## src/rtl/stopwatch_cu.sv

```systemverilog
// Stopwatch-mode control unit: turns debounced button levels into STOP/RUN/CLEAR
// control for the counter datapath. Optional lap-hold support under STOPWATCH_LAP_EN.
module stopwatch_cu #(
    parameter int CLEAR_CYCLES = 1
) (
    input  logic       clk,
    input  logic       reset,
    input  logic       cs,
    input  logic       i_btn_run,
    input  logic       i_btn_clear,
    input  logic       i_btn_lap,
    output logic       o_run,
    output logic       o_clear,
    output logic       o_lap_hold,
    output logic [1:0] o_state
);
    localparam int CW = $clog2(CLEAR_CYCLES + 1);
    localparam logic [CW-1:0] CNT_LAST = CW'(CLEAR_CYCLES - 1);

    typedef enum logic [1:0] {
        STOP    = 2'b00,
        RUN     = 2'b01,
        CLEAR   = 2'b10,
        ILLEGAL = 2'b11
    } state_t;

    state_t        state_reg, state_next;
    logic [CW-1:0] cnt_reg, cnt_next;
    logic          run_d, clear_d;
    logic          run_ev, clear_ev;

    // Previous levels track every cycle so a button held while cs rises gives no event.
    always_ff @(posedge clk or posedge reset) begin
        if (reset) begin
            run_d   <= 1'b0;
            clear_d <= 1'b0;
        end else begin
            run_d   <= i_btn_run;
            clear_d <= i_btn_clear;
        end
    end

    assign run_ev   = cs & i_btn_run & ~run_d;
    assign clear_ev = cs & i_btn_clear & ~clear_d;

    always_ff @(posedge clk or posedge reset) begin
        if (reset) begin
            state_reg <= STOP;
            cnt_reg   <= '0;
        end else begin
            state_reg <= state_next;
            cnt_reg   <= cnt_next;
        end
    end

    always_comb begin
        state_next = state_reg;
        cnt_next   = '0;
        case (state_reg)
            STOP: begin
                if (clear_ev)
                    state_next = CLEAR;
                else if (run_ev)
                    state_next = RUN;
            end
            RUN: begin
                if (run_ev)
                    state_next = STOP;
            end
            CLEAR: begin
                // The pulse runs to completion even if cs drops meanwhile.
                if (cnt_reg == CNT_LAST)
                    state_next = STOP;
                else
                    cnt_next = cnt_reg + CW'(1);
            end
            default: state_next = STOP;
        endcase
    end

    assign o_run   = (state_reg == RUN);
    assign o_clear = (state_reg == CLEAR);
    assign o_state = state_reg;

`ifdef STOPWATCH_LAP_EN
    logic lap_d, lap_ev;
    logic hold_reg, hold_next;

    always_ff @(posedge clk or posedge reset) begin
        if (reset) begin
            lap_d    <= 1'b0;
            hold_reg <= 1'b0;
        end else begin
            lap_d    <= i_btn_lap;
            hold_reg <= hold_next;
        end
    end

    assign lap_ev = cs & i_btn_lap & ~lap_d;

    always_comb begin
        hold_next = hold_reg;
        if (state_reg == CLEAR || state_next == CLEAR)
            hold_next = 1'b0;
        else if (lap_ev && state_reg == RUN)
            hold_next = ~hold_reg;
        else if (lap_ev && state_reg == STOP)
            hold_next = 1'b0;
    end

    assign o_lap_hold = hold_reg;
`else
    logic unused_lap;
    assign unused_lap = i_btn_lap;
    assign o_lap_hold = 1'b0;
`endif

endmodule

```

## config.mk

```make
export PLATFORM = sky130hd
export DESIGN_NAME = stopwatch_cu
export DESIGN_NICKNAME = d
export VERILOG_FILES = /design/src/rtl/stopwatch_cu.sv
export SDC_FILE = /design/constraint.sdc
export NUM_CORES = 1
export LEC_CHECK = 0
export ABC_AREA = 1
export BUFFER_PORTS_ARGS = -buffer_cell sky130_fd_sc_hd__buf_2
export CAP_MARGIN = 25
export CORE_AREA = 2 2 39 41
export CTS_BUF_LIST = sky130_fd_sc_hd__clkbuf_8
export DETAILED_ROUTE_END_ITERATION = 8
export DIE_AREA = 0 0 41 43
export GPL_ROUTABILITY_DRIVEN = 0
export PLACE_DENSITY_LB_ADDON = 0.2
export SYNTH_ARGS = -nofsm -noshare
export SYNTH_HDL_FRONTEND = slang
export SYNTH_SLANG_ARGS = --single-unit
```

## constraint.sdc

```tcl
create_clock -name clk -period 1.1 [get_ports clk]
set_input_delay 0.055 -clock clk [delete_from_list [all_inputs] [get_ports clk]]
set_output_delay 0.055 -clock clk [all_outputs]
set_load 0.01 [all_outputs]
```

## After elaboration in Yosys (flattened, before gate mapping)

Cells that the tools add are included.

| storage, ports and cells | value |
|---|---|
| flip-flop bits (word level) | 5 |
| word-level logic and storage cells | 25 |

| operators by class | value |
|---|---|
| add/sub/neg operators | 1 |
| eq/ne operators | 5 |
| mux-type cells | 7 |
| bitwise gates (word level) | 6 |
| reduce and logical (&&, ||, !) cells | 2 |

Operator list:

| operator | count |
|---|---|
| two-way mux 2 bit | 4 |
| case mux 2 bit (3 select lines) | 1 |
| bitwise AND 1 bit | 4 |
| != test 3 bit, second input constant | 1 |
| AND reduction 3 bit | 1 |
| == test 2 x 1 -> 1 bit, second input constant | 1 |
| == test 2 bit, second input constant | 1 |
| zero test 2 bit | 1 |
| two-way mux 1 bit | 2 |
| != test 2 x 1 -> 1 bit, second input constant | 1 |
| != test 2 bit, second input constant | 1 |
| inverter 1 bit | 2 |
| adder 1 bit, second input constant | 1 |

## Longest topological paths before layout

| logic depth | value |
|---|---|
| word-level depth | 5 |
| gate-level depth with buffers | 4 |

## Worst setup path after synthesis

No wires, ideal clock.

| timing | value |
|---|---|
| path kind | flip-flop to flip-flop |
| start point | register state_reg[1], in the netlist o_state[1] |
| end point | register state_reg[0], in the netlist o_state[0] |
| library setup time | 0.065 ns |
| arrival | 0.754 ns |
| setup slack | 0.281 ns |
| stages on the path, launching flop included | 4 |
| path buffers | 0 |
| clock period less this slack | 0.819 ns |
| cell sequence | dfrtp_1 -> nor2_2 -> o21ai_1 -> nand2_1 |

| between the ends | value |
|---|---|
| longest elaborated chain between the ends | 3 |

RTL lines:

| what | line | RTL |
|---|---|---|
| start, declared | 27 | `state_t state_reg, state_next;` |
| start signal, assigned | 51 | `state_reg <= state_next;` |
| == test 2 x 1 -> 1 bit (*) | - |  |
| named net o_run | 12 | `output logic o_run,` |
| != test 2 x 1 -> 1 bit (no line) | - |  |
| AND reduction 3 bit (no line) | - |  |

The timed path passes the listed nets; every way through them passes the cells marked *.
A chain may end at the register's enable or synchronous reset.

## Final worst setup path

| timing | value |
|---|---|
| start point | register state_reg[1], in the netlist o_state[1] |
| end point | output port o_run |

| between the ends | value |
|---|---|
| longest elaborated chain between the ends | 1 |

RTL lines:

| what | line | RTL |
|---|---|---|
| == test 2 x 1 -> 1 bit | 81 | `assign o_run = (state_reg == RUN);` |
| end, declared | 12 |  |

No other way between the ends.

==> impl_metrics.env <==
export IMPL_skew_ns=0.003706
export IMPL_cts_resized=0
export IMPL_max_clock_freq_ghz=1.039
export IMPL_slew_viol_final=0
export IMPL_synth_fa_ha_area_share_pct=0
export IMPL_antenna_found_initial=0
export IMPL_netlist_area_sq_um=171.4
export IMPL_htree_levels=1
export IMPL_power_uw=569.2
export IMPL_dp_hpwl_um=273.8
export IMPL_status="complete, no violations"
export IMPL_fin_crit_ns=0.9627
export IMPL_synth_compound_area_share_pct=2.920
export IMPL_synth_cell_types=11
export IMPL_die_w_um=41
export IMPL_syn_inst=20
export IMPL_setup_viol=0
export IMPL_mostFrequentLayoutCell="buf_2"
export IMPL_core_area_sq_um=1384
export IMPL_grt_pass1_vias=165
export IMPL_worstSkewPairLatency_ns=0.22
export IMPL_clock_sinks=4
export IMPL_cts_setup_buffers=0
export IMPL_path_class="reg2out"
export IMPL_mostFrequentLayoutCells="8 x buf_2, 4 x dfrtp_1"
export IMPL_cts_buffer_depth=2
export IMPL_avgRoutedWirePerCell_um=7.347
export IMPL_tns_ns=0
export IMPL_synth_xor_area_share_pct=0
export IMPL_finalHoldViolations=0
export IMPL_start_util_pct=12.39
export IMPL_power_density_nw_per_um2=1928
export IMPL_grt_overflow_total=0
export IMPL_nNetsFinal=41
export IMPL_critPathRequiredTime_ns=1.04
export IMPL_drt_wl_total_um=360
export IMPL_portBuffers=8
export IMPL_nFillCells=159
export IMPL_num_vias=176
export IMPL_drc=0
export IMPL_p_leak_nw=0.1590
export IMPL_crit_fanout=5
export IMPL_cts_buffers=3
export IMPL_yosys_area_share_simple_pct=23.36
export IMPL_core_rowCount=14
export IMPL_grt_max_degree=6
export IMPL_crit_path_end_kind="output port"
export IMPL_ys_seq_area_share_pct=58.39
export IMPL_rsz0062_at_grt="false"
export IMPL_ys_ff_latch=4
export IMPL_synthMuxAreaShare_pct=0
export IMPL_fp_dieH_um=43
export IMPL_hold_class="in2reg"
export IMPL_cts_root_buffer="clkbuf_8"
export IMPL_critPathLaunchType="register"
export IMPL_syn_avg_cell_area_sq_um=8.571
export IMPL_first_pass_iters=2
export IMPL_ios=11
export IMPL_r2r_setup_slack_ns=0.34
export IMPL_arrival_ns=0.91
export IMPL_area_growth_syn_to_layout_pct=72.26
export IMPL_ir_drop_mv=0.7718
export IMPL_drive_above_1_share_pct=39.39
export IMPL_grtUsageTotal_pct=6.546
export IMPL_yosysWarningCount=0
export IMPL_ant_nets=0
export IMPL_vias_per_cell=3.592
export IMPL_synth_fp_nets=26
export IMPL_grt_pass1_wl_um=641
export IMPL_dieArea_sq_um=1763
export IMPL_maxCapViolCount=0
export IMPL_cts_tree="built"
export IMPL_synth_top_family_by_area="simple AND/OR/NAND/NOR gates"
export IMPL_fin_crit_sh_pct=87.52
export IMPL_diodes=0
export IMPL_clk_pin_slew_ns=0.03
export IMPL_drt_iter0_drc=4
## power breakdown
group	total [mW]	switching, mW	internal, mW
clock network	0.306	0.0726	0.233
registers	0.179	0.0164	0.163
logic	0.0845	0.0451	0.0394
## cell families after synthesis
logic type,after synthesis
flops,4
compound gates,1
simple gates,9
other cells,1
buf+inv,5
## worst max-delay path, cell delays in order, from the launching register on
cell	delay [ns]
dfrtp_1	0.41
nor2_2	0.14
buf_2	0.14
## final timing paths
check,startpoint,to,cells after the start
setup reg to reg,o_state[0],o_state[0],4
hold reg to reg,run_d,o_state[0],2
max in group asynchronous,reset,run_d,3
min in group asynchronous,reset,o_state[1],3
hold / removal,cs,o_state[1],3
setup / recovery,o_state[1],o_run,2
## layout make-up
| class | instances | area (sq um) | share of cell area (%) |
|---|---|---|---|
| clock buffers | 3 | 41.29 | 13.98 |
| flip-flops and latches | 4 | 100.1 | 33.90 |
| repair buffers | 11 | 70.07 | 23.73 |
| inverters | 4 | 15.01 | 5.085 |
| multi-input cells | 11 | 48.80 | 16.53 |
| well taps | 16 | 20.02 | 6.780 |
## per-stage QoR
| step | cells | hold WS (ns) | utilization (%) | instance area (sq um) | worst slack (ns) |
|---|---|---|---|---|---|
| floorplan | 20 | -0.1789 | - | 171.4 | 0.2813 |
| global placement | 43 | -0.06473 | 16.18 | 224.0 | 0.3695 |
| detailed placement | 43 | -0.05557 | 16.18 | 224.0 | 0.3398 |
| CTS | 49 | 0.1286 | 21.34 | 295.3 | 0.1283 |
| global route | 49 | 0.1517 | 21.34 | 295.3 | 0.07788 |
| finish | 49 | 0.1352 | 21.34 | 295.3 | 0.1373 |
## synth_stat cells, drive strengths merged
cell	count	area, sq um
dfrtp	4	100.1
buf	1	7.510
nand2	2	7.510
inv	4	15.01
nor3	1	5.000
nand3	2	10.01
conb	1	3.750
nor2	4	17.52
o21ai	1	5.000
## routing by layer
| layer | global-route usage, % | part of all wire [%] | vias up |
|---|---|---|---|
| met5 | 0 | 0 | - |
| met3 | 6.283 | 19 | 4 |
| met2 | 6.875 | 37 | 12 |
| met1 | 6.169 | 37 | 76 |
| li1 | - | - | 84 |
| met4 | 8.000 | 6.7 | 0 |
## timing repair
item,CTS,global route
endpoints found under the setup margin,0,0
hold endpoints to repair,6,0
hold buffers,3,0
## flip-flops by register name (all words and copies together) (netlist names)
register / count
o_state: 2
run_d: 1
clear_d: 1
(Power assumes the default switching activity.)
